===== config.mk =====
export PLATFORM = sky130hd
export DESIGN_NAME = tmds_encoder_multi_flat
export DESIGN_NICKNAME = d
export VERILOG_FILES = /design/src/rtl/tmds_encoder_multi_if.sv /design/src/rtl/tmds_encoder_multi.sv /design/src/flat_wrapper.sv
export SDC_FILE = /design/constraint.sdc
export NUM_CORES = 1
export LEC_CHECK = 0
export BUFFER_PORTS_ARGS = -buffer_cell sky130_fd_sc_hd__buf_2
export CORE_MARGIN = 2
export CORE_UTILIZATION = 43
export CTS_CLUSTER_SIZE = 28
export DETAILED_ROUTE_END_ITERATION = 7
export PLACE_DENSITY = 0.61
export SLEW_MARGIN = 20
export SYNTH_ARGS = -nofsm -noshare
export SYNTH_HDL_FRONTEND = slang
export SYNTH_SLANG_ARGS = --single-unit

===== constraint.sdc =====
create_clock -name clk_pixel -period 5.9 [get_ports clk_pixel]
set_input_delay 0.295 -clock clk_pixel [delete_from_list [all_inputs] [get_ports clk_pixel]]
set_output_delay 0.295 -clock clk_pixel [all_outputs]
set_load 0.05 [all_outputs]

===== src/rtl/tmds_encoder_multi_if.sv =====
`default_nettype none
// ============================================================================
// Module   : tmds_encoder_multi_if
// Summary  : Bundles the mode, lane data and status signals of the
//            multi-lane TMDS encoder. The master side is the packet/video mux
//            and the slave side is the encoder.
// Revision : 1.0 - initial release
// ============================================================================
interface tmds_encoder_multi_if #(
  parameter int NUM_LANES = 3
);

  logic                     en;
  logic [2:0]               mode;
  logic [8*NUM_LANES-1:0]   video_data;
  logic [4*NUM_LANES-1:0]   data_island_data;
  logic [2*NUM_LANES-1:0]   control_data;
  logic                     clear_err;
  logic [10*NUM_LANES-1:0]  tmds;
  logic                     out_valid;
  logic [5*NUM_LANES-1:0]   disparity;
  logic [NUM_LANES-1:0]     disparity_err;

  modport master (
    output en, mode, video_data, data_island_data, control_data, clear_err,
    input  tmds, out_valid, disparity, disparity_err
  );

  modport slave (
    input  en, mode, video_data, data_island_data, control_data, clear_err,
    output tmds, out_valid, disparity, disparity_err
  );

endinterface
`default_nettype wire


===== src/rtl/tmds_encoder_multi.sv =====
`default_nettype none
// ============================================================================
// Module   : tmds_encoder_multi
// Summary  : NUM_LANES-wide TMDS encoder with a two-stage registered
//            pipeline. Stage 1 does the transition-minimising q_m step, and
//            stage 2 does DC balancing and symbol selection for control,
//            video, guard-band and TERC4 periods. Each lane tracks its own
//            running disparity and has a sticky limit flag.
// Revision : 1.0 - initial release
// ============================================================================
module tmds_encoder_multi #(
  parameter int NUM_LANES  = 3,
  parameter int DISP_LIMIT = 10
) (
  input wire                  clk_pixel,
  input wire                  reset_n,
  tmds_encoder_multi_if.slave bus
);

  localparam logic [2:0] c_MODE_CTRL  = 3'd0;
  localparam logic [2:0] c_MODE_VIDEO = 3'd1;
  localparam logic [2:0] c_MODE_VGB   = 3'd2;
  localparam logic [2:0] c_MODE_TERC4 = 3'd3;
  localparam logic [2:0] c_MODE_DGB   = 3'd4;

  localparam logic [9:0] c_SYM_RESET  = 10'b1101010100;
  localparam logic [9:0] c_GB_A       = 10'b1011001100;
  localparam logic [9:0] c_GB_B       = 10'b0100110011;
  localparam logic [4:0] c_LIMIT      = 5'(DISP_LIMIT);

  function automatic logic [3:0] popcnt8(input logic [7:0] v);
    logic [3:0] n;
    n = 4'd0;
    for (int i = 0; i < 8; i++) begin
      n = n + {3'b000, v[i]};
    end
    return n;
  endfunction

  function automatic logic [9:0] ctrl_sym(input logic [1:0] c);
    logic [9:0] s;
    case (c)
      2'b00:   s = 10'b1101010100;
      2'b01:   s = 10'b0010101011;
      2'b10:   s = 10'b0101010100;
      default: s = 10'b1010101011;
    endcase
    return s;
  endfunction

  function automatic logic [9:0] terc4_sym(input logic [3:0] d);
    logic [9:0] s;
    case (d)
      4'h0:    s = 10'b1010011100;
      4'h1:    s = 10'b1001100011;
      4'h2:    s = 10'b1011100100;
      4'h3:    s = 10'b1011100010;
      4'h4:    s = 10'b0101110001;
      4'h5:    s = 10'b0100011110;
      4'h6:    s = 10'b0110001110;
      4'h7:    s = 10'b0100111100;
      4'h8:    s = 10'b1011001100;
      4'h9:    s = 10'b0100111001;
      4'hA:    s = 10'b0110011100;
      4'hB:    s = 10'b1011000110;
      4'hC:    s = 10'b1010001110;
      4'hD:    s = 10'b1001110001;
      4'hE:    s = 10'b0101100011;
      default: s = 10'b1011000011;
    endcase
    return s;
  endfunction

  // Lane 0 data guard band carries HSYNC/VSYNC, i.e. TERC4 codes 0xC..0xF.
  function automatic logic [9:0] dgb0_sym(input logic [1:0] c);
    return terc4_sym({2'b11, c});
  endfunction

  logic [2:0]             r_mode;
  logic [2*NUM_LANES-1:0] r_ctrl;
  logic [4*NUM_LANES-1:0] r_terc;
  logic                   r_primed;
  logic                   r_out_valid;

  // Stage 1 shared fields, plus the two-edge fill tracker behind out_valid.
  always_ff @(posedge clk_pixel or negedge reset_n) begin
    if (!reset_n) begin
      r_mode      <= c_MODE_CTRL;
      r_ctrl      <= '0;
      r_terc      <= '0;
      r_primed    <= 1'b0;
      r_out_valid <= 1'b0;
    end else if (bus.en) begin
      r_mode      <= bus.mode;
      r_ctrl      <= bus.control_data;
      r_terc      <= bus.data_island_data;
      r_primed    <= 1'b1;
      r_out_valid <= r_primed;
    end
  end

  assign bus.out_valid = r_out_valid;

  for (genvar k = 0; k < NUM_LANES; k++) begin : g_lane
    localparam int c_CN = k % 3;

    logic [7:0]        w_d;
    logic [3:0]        w_n1d;
    logic              w_use_xnor;
    logic              w_bit;
    logic [8:0]        w_qm;
    logic [8:0]        r_qm;
    logic [3:0]        r_n1;
    logic signed [5:0] w_n1s;
    logic signed [5:0] w_n0s;
    logic signed [5:0] w_add;
    logic [9:0]        w_sym;
    logic signed [4:0] w_acc_nxt;
    logic [4:0]        w_mag;
    logic [9:0]        r_tmds;
    logic signed [4:0] r_acc;
    logic              r_err;

    assign w_d = bus.video_data[8*k +: 8];

    // Transition-minimising step: XOR or XNOR chain chosen by input weight.
    always_comb begin
      w_n1d      = popcnt8(w_d);
      w_use_xnor = (w_n1d > 4'd4) || ((w_n1d == 4'd4) && !w_d[0]);
      w_bit      = w_d[0];
      w_qm       = '0;
      w_qm[0]    = w_d[0];
      for (int i = 1; i < 8; i++) begin
        w_bit   = w_use_xnor ? ~(w_bit ^ w_d[i]) : (w_bit ^ w_d[i]);
        w_qm[i] = w_bit;
      end
      w_qm[8] = ~w_use_xnor;
    end

    // Stage 1 per-lane q_m and its ones count, so stage 2 avoids a popcount.
    always_ff @(posedge clk_pixel or negedge reset_n) begin
      if (!reset_n) begin
        r_qm <= '0;
        r_n1 <= '0;
      end else if (bus.en) begin
        r_qm <= w_qm;
        r_n1 <= popcnt8(w_qm[7:0]);
      end
    end

    // Stage 2 symbol selection and disparity bookkeeping. Reserved modes
    // hold the previous symbol. Every non-video period restarts balancing.
    always_comb begin
      w_n1s     = $signed({2'b00, r_n1});
      w_n0s     = 6'sd8 - w_n1s;
      w_add     = '0;
      w_sym     = r_tmds;
      w_acc_nxt = '0;
      case (r_mode)
        c_MODE_VIDEO: begin
          if ((r_acc == 5'sd0) || (w_n1s == w_n0s)) begin
            w_sym = {~r_qm[8], r_qm[8], r_qm[8] ? r_qm[7:0] : ~r_qm[7:0]};
            w_add = r_qm[8] ? (w_n1s - w_n0s) : (w_n0s - w_n1s);
          end else if (((r_acc > 5'sd0) && (w_n1s > w_n0s)) ||
                       ((r_acc < 5'sd0) && (w_n1s < w_n0s))) begin
            w_sym = {1'b1, r_qm[8], ~r_qm[7:0]};
            w_add = (w_n0s - w_n1s) + (r_qm[8] ? 6'sd2 : 6'sd0);
          end else begin
            w_sym = {1'b0, r_qm[8], r_qm[7:0]};
            w_add = (w_n1s - w_n0s) - (r_qm[8] ? 6'sd0 : 6'sd2);
          end
          w_acc_nxt = r_acc + w_add[4:0];
        end
        c_MODE_CTRL:  w_sym = ctrl_sym(r_ctrl[2*k +: 2]);
        c_MODE_TERC4: w_sym = terc4_sym(r_terc[4*k +: 4]);
        c_MODE_VGB:   w_sym = (c_CN == 1) ? c_GB_B : c_GB_A;
        c_MODE_DGB:   w_sym = (c_CN == 0) ? dgb0_sym(r_ctrl[2*k +: 2]) : c_GB_B;
        default:      w_sym = r_tmds;
      endcase
      w_mag = w_acc_nxt[4] ? (5'd0 - w_acc_nxt) : w_acc_nxt;
    end

    // Stage 2 registers. A new limit violation beats a simultaneous clear.
    always_ff @(posedge clk_pixel or negedge reset_n) begin
      if (!reset_n) begin
        r_tmds <= c_SYM_RESET;
        r_acc  <= '0;
        r_err  <= 1'b0;
      end else if (bus.en) begin
        r_tmds <= w_sym;
        r_acc  <= w_acc_nxt;
        r_err  <= (w_mag > c_LIMIT) | (r_err & ~bus.clear_err);
      end
    end

    assign bus.tmds[10*k +: 10]    = r_tmds;
    assign bus.disparity[5*k +: 5] = r_acc;
    assign bus.disparity_err[k]    = r_err;
  end

endmodule
`default_nettype wire


===== src/flat_wrapper.sv =====
// flat-port wrapper written by rule: the top's interface ports become plain ports
module tmds_encoder_multi_flat 
#(
  parameter int NUM_LANES  = 3,
  parameter int DISP_LIMIT = 10
)
  (clk_pixel, reset_n, bus_en, bus_mode, bus_video_data, bus_data_island_data, bus_control_data, bus_clear_err, bus_tmds, bus_out_valid, bus_disparity, bus_disparity_err);
  tmds_encoder_multi_if #(.NUM_LANES(NUM_LANES)) bus_i ();
  input wire clk_pixel;
  input wire reset_n;
  input wire logic [$bits(bus_i.en)-1:0] bus_en;
  input wire logic [$bits(bus_i.mode)-1:0] bus_mode;
  input wire logic [$bits(bus_i.video_data)-1:0] bus_video_data;
  input wire logic [$bits(bus_i.data_island_data)-1:0] bus_data_island_data;
  input wire logic [$bits(bus_i.control_data)-1:0] bus_control_data;
  input wire logic [$bits(bus_i.clear_err)-1:0] bus_clear_err;
  output wire logic [$bits(bus_i.tmds)-1:0] bus_tmds;
  output wire logic [$bits(bus_i.out_valid)-1:0] bus_out_valid;
  output wire logic [$bits(bus_i.disparity)-1:0] bus_disparity;
  output wire logic [$bits(bus_i.disparity_err)-1:0] bus_disparity_err;
  assign bus_i.en = bus_en;
  assign bus_i.mode = bus_mode;
  assign bus_i.video_data = bus_video_data;
  assign bus_i.data_island_data = bus_data_island_data;
  assign bus_i.control_data = bus_control_data;
  assign bus_i.clear_err = bus_clear_err;
  assign bus_tmds = bus_i.tmds;
  assign bus_out_valid = bus_i.out_valid;
  assign bus_disparity = bus_i.disparity;
  assign bus_disparity_err = bus_i.disparity_err;
  tmds_encoder_multi #(.NUM_LANES(NUM_LANES), .DISP_LIMIT(DISP_LIMIT)) u_core (.clk_pixel(clk_pixel), .reset_n(reset_n), .bus(bus_i));
endmodule

==> out/qor.csv <==
metric,value,unit
clock root buffer,clkbuf_16,
final setup fails,0,
R2R cell count,21,
CTS buffer count,9,
Buffers on Ports,97,
Initial Util,43.4,%
final core occ,48.3,%
Worst-Margin Slew,0.983,ns
CTS tree,done,
Period minus WS final,5.57,ns
Worst R2R Setup Slack,0.63,ns
run status,"finished, final reports clean",
layout cells sized above 1,16.2,%
1st-iter DRT viols,405,
Fmax achieved,0.179,GHz
DP HPWL,17.5,mm
number of synthesized flops with an enable pin,0,
Max-slew headroom,33.8,%
ys async rst share,100,%
post-route ant nets,0,
YS warnings,0,
"Seq/Total Area, Yosys",28.4,%
vias per cell,5.36,
initial antenna violation count,3,
maxcap violations,0,
"Slew Viols, Final",0,
Synthesized Nets,1296,
Total GRT Usage,19.4,%
post-CTS setup buffers,0,
Syn-to-layout area delta,11.1,%
final wirelength,22.5,mm
Netlist Area Pre-Place,0.00977,sq mm
Filler Cells Inserted,2154,
Max clock buf depth,2,
CP endpoint kind,register,
DIE AREA,0.0240,sq mm
HP Class,input port to register,
die width,155,microns
die height,155,microns
WL per Instance,15.2,microns
clock tree sinks,110,
CTS clock-pin slew for the worst setup and hold paths,0.08,ns
reg2reg start,u_core.g_lane[0].r_n1[0],
RR Endpoint,u_core.g_lane[0].r_err,
row count,55,
crit path capture,u_core.g_lane[0].r_n1[2],
largest net degree at the start of global routing,62,
"commonest cells after routing, fill and taps aside","inv_1 (108), ha_1 (108), nand2_1 (97)",
#FFs+latches synth,110,
Worst Path Arrival,5.80,ns
io pins,98,
CP required,6.13,ns
RSZ-0062 raised after global routing,no,
"Net count, final",1369,
final count of hold timing violations,0,
drt pass-1 iters,5,
first-pass GRT wire length,38.0,mm
"Distinct cells, synth",72,
Vias,7916,
htree depth,3,
Setup CP Type,input port to register,
Crit Path Max Fanout,2,
Avg Inst Size Synth,8.79,sq um
vias in the first global route,7652,
Synth Flop Type,dfrtp_1,
core region area,0.0225,sq mm
cell count after synthesis,1112,
Congestion Overflow GR,0,
Critical path origin,bus_video_data[0],
DRC Markers,0,
GPL Wtd Cong,0.843,
CP Launch Type,input port,
later-pin clock latency in the skew report,0.36,ns
fin crit share,94.5,%
Final Skew,0.0149,ns
[synth_stat cells, drive strengths merged (3+ instances only)]
master  instances  share of area, %
inv           109               4.2
ha            108                14
nand2          98               3.8
dfrtp          95                24
o21ai          90               4.6
nor2           74               2.8
a21oi          68               3.6
xnor2          63               5.9
xor2           41               3.7
clkbuf         37               1.4
mux2           30               3.5
fa             27               5.5
nor3           24               1.2
a211oi         23               1.9
nand3          17              0.87
o22ai          17               1.1
dfstp          15               4.0
buf            14              0.77
nor2b          14              0.90
mux2i          12               1.3
a21o            9              0.69
nand2b          9              0.58
o221ai          9              0.81
o31ai           9              0.69
o211ai          8              0.61
o21a            8              0.61
a31oi           7              0.45
o32a            7              0.72
and2            6              0.40
and3            6              0.38
nor3b           6              0.46
a21boi          4              0.31
nand3b          4              0.31
o311ai          4              0.36
a221o           3              0.31
nor4            3              0.19
o32ai           3              0.27
or4             3              0.23
[through the flow]
stage	instances	hold WS [ns]	instance area (sq um)	worst slack (ns)	TNS, ns
3_3_place_gp	1458	0.385	10500	-0.0346	-0.0346
3_5_place_dp	1458	0.378	10500	-0.177	-0.241
5_1_grt	1475	0.141	10900	0.0555	0
4_1_cts	1475	0.132	10800	0.206	0
2_1_floorplan	1112	-0.000591	9770	0.0480	0
6_report	1476	0.142	10900	0.325	0
[per-layer routing]
layer / vias to the layer above / global-route usage [%] / wire (microns)
li1: 3996 / - / -
met1: 3750 / 26.6 / 10600
met2: 150 / 32.2 / 10600
met3: 16 / 3.50 / 1030
met4: 4 / 3.79 / 193
met5: - / 0 / 27
[cell families (layout without fill, tap and decap cells)]
kind of cell	count (synthesis)	after routing	share of synthesized area, %
AOI/OAI and AO/OA	287	287	18.7
and+or+nand+nor	274	274	12.9
buffers and inverters	160	238	6.37
adders and majority gates	135	135	19.4
DFF	110	110	28.4
xor gates and xnor gates	104	104	9.59
muxes	42	42	4.72
other	0	1	0
[cell type report]
class | instances | area [sq um] | area share [%]
timing repair buffer | 113 | 613 | 5.64
clock inverter | 7 | 86.3 | 0.795
tap | 285 | 357 | 3.28
sequential | 110 | 2770 | 25.5
inverter | 109 | 409 | 3.77
antenna | 1 | 2.50 | 0.0230
multi-input combinational | 842 | 6400 | 58.9
clock buffer | 9 | 225 | 2.07
[worst max-delay path, stage by stage]
cell	delay, ns
buf_2	0.11
ha_1	0.30
inv_1	0.08
fa_1	0.43
fa_1	0.49
inv_1	0.05
fa_1	0.39
fa_1	0.47
nor3b_2	0.21
o21ai_0	0.11
a21oi_2	0.17
xnor2_1	0.10
ha_1	0.28
inv_1	0.05
fa_1	0.53
inv_1	0.06
fa_1	0.53
inv_1	0.05
fa_1	0.43
fa_1	0.39
xnor2_1	0.13
nand2_1	0.06
o21ai_0	0.08
[registers in the layout, indices dropped and copies added (netlist names)]
| name | flops |
|---|---|
| u_core.r_mode | 3 |
| u_core.r_primed | 1 |
| u_core.g_lane.r_n1 | 12 |
| u_core.g_lane.r_err | 3 |
| u_core.g_lane.r_qm | 27 |
| u_core.bus.out_valid | 1 |
| u_core.r_ctrl | 6 |
| u_core.g_lane.r_acc | 15 |
| u_core.r_terc | 12 |
| u_core.g_lane.r_tmds | 30 |
[timing repair]
item / in CTS / in global routing
endpoints found under the hold margin: 7 / 0
endpoints found under the setup margin: 0 / 2
hold buffers: 1 / 0
gates resized for setup: 0 / 3
[how the worst min path moves through the flow]
stage	to	slack, ns	depth (start not counted)	from
after floorplan	u_core.bus.out_valid	-0.0006	0	reset_n
final	u_core.r_terc[4]	0.14	3	bus_data_island_data[4]
after detailed placement	u_core.r_terc[10]	0.38	1	reset_n
after global routing	u_core.r_terc[5]	0.14	3	bus_data_island_data[5]
after CTS	u_core.r_terc[11]	0.13	3	bus_data_island_data[11]
after global placement	u_core.r_terc[10]	0.39	1	reset_n
Power is not shown: default switching activity piles up to over one toggle a cycle in this logic, so the estimate is an artifact.
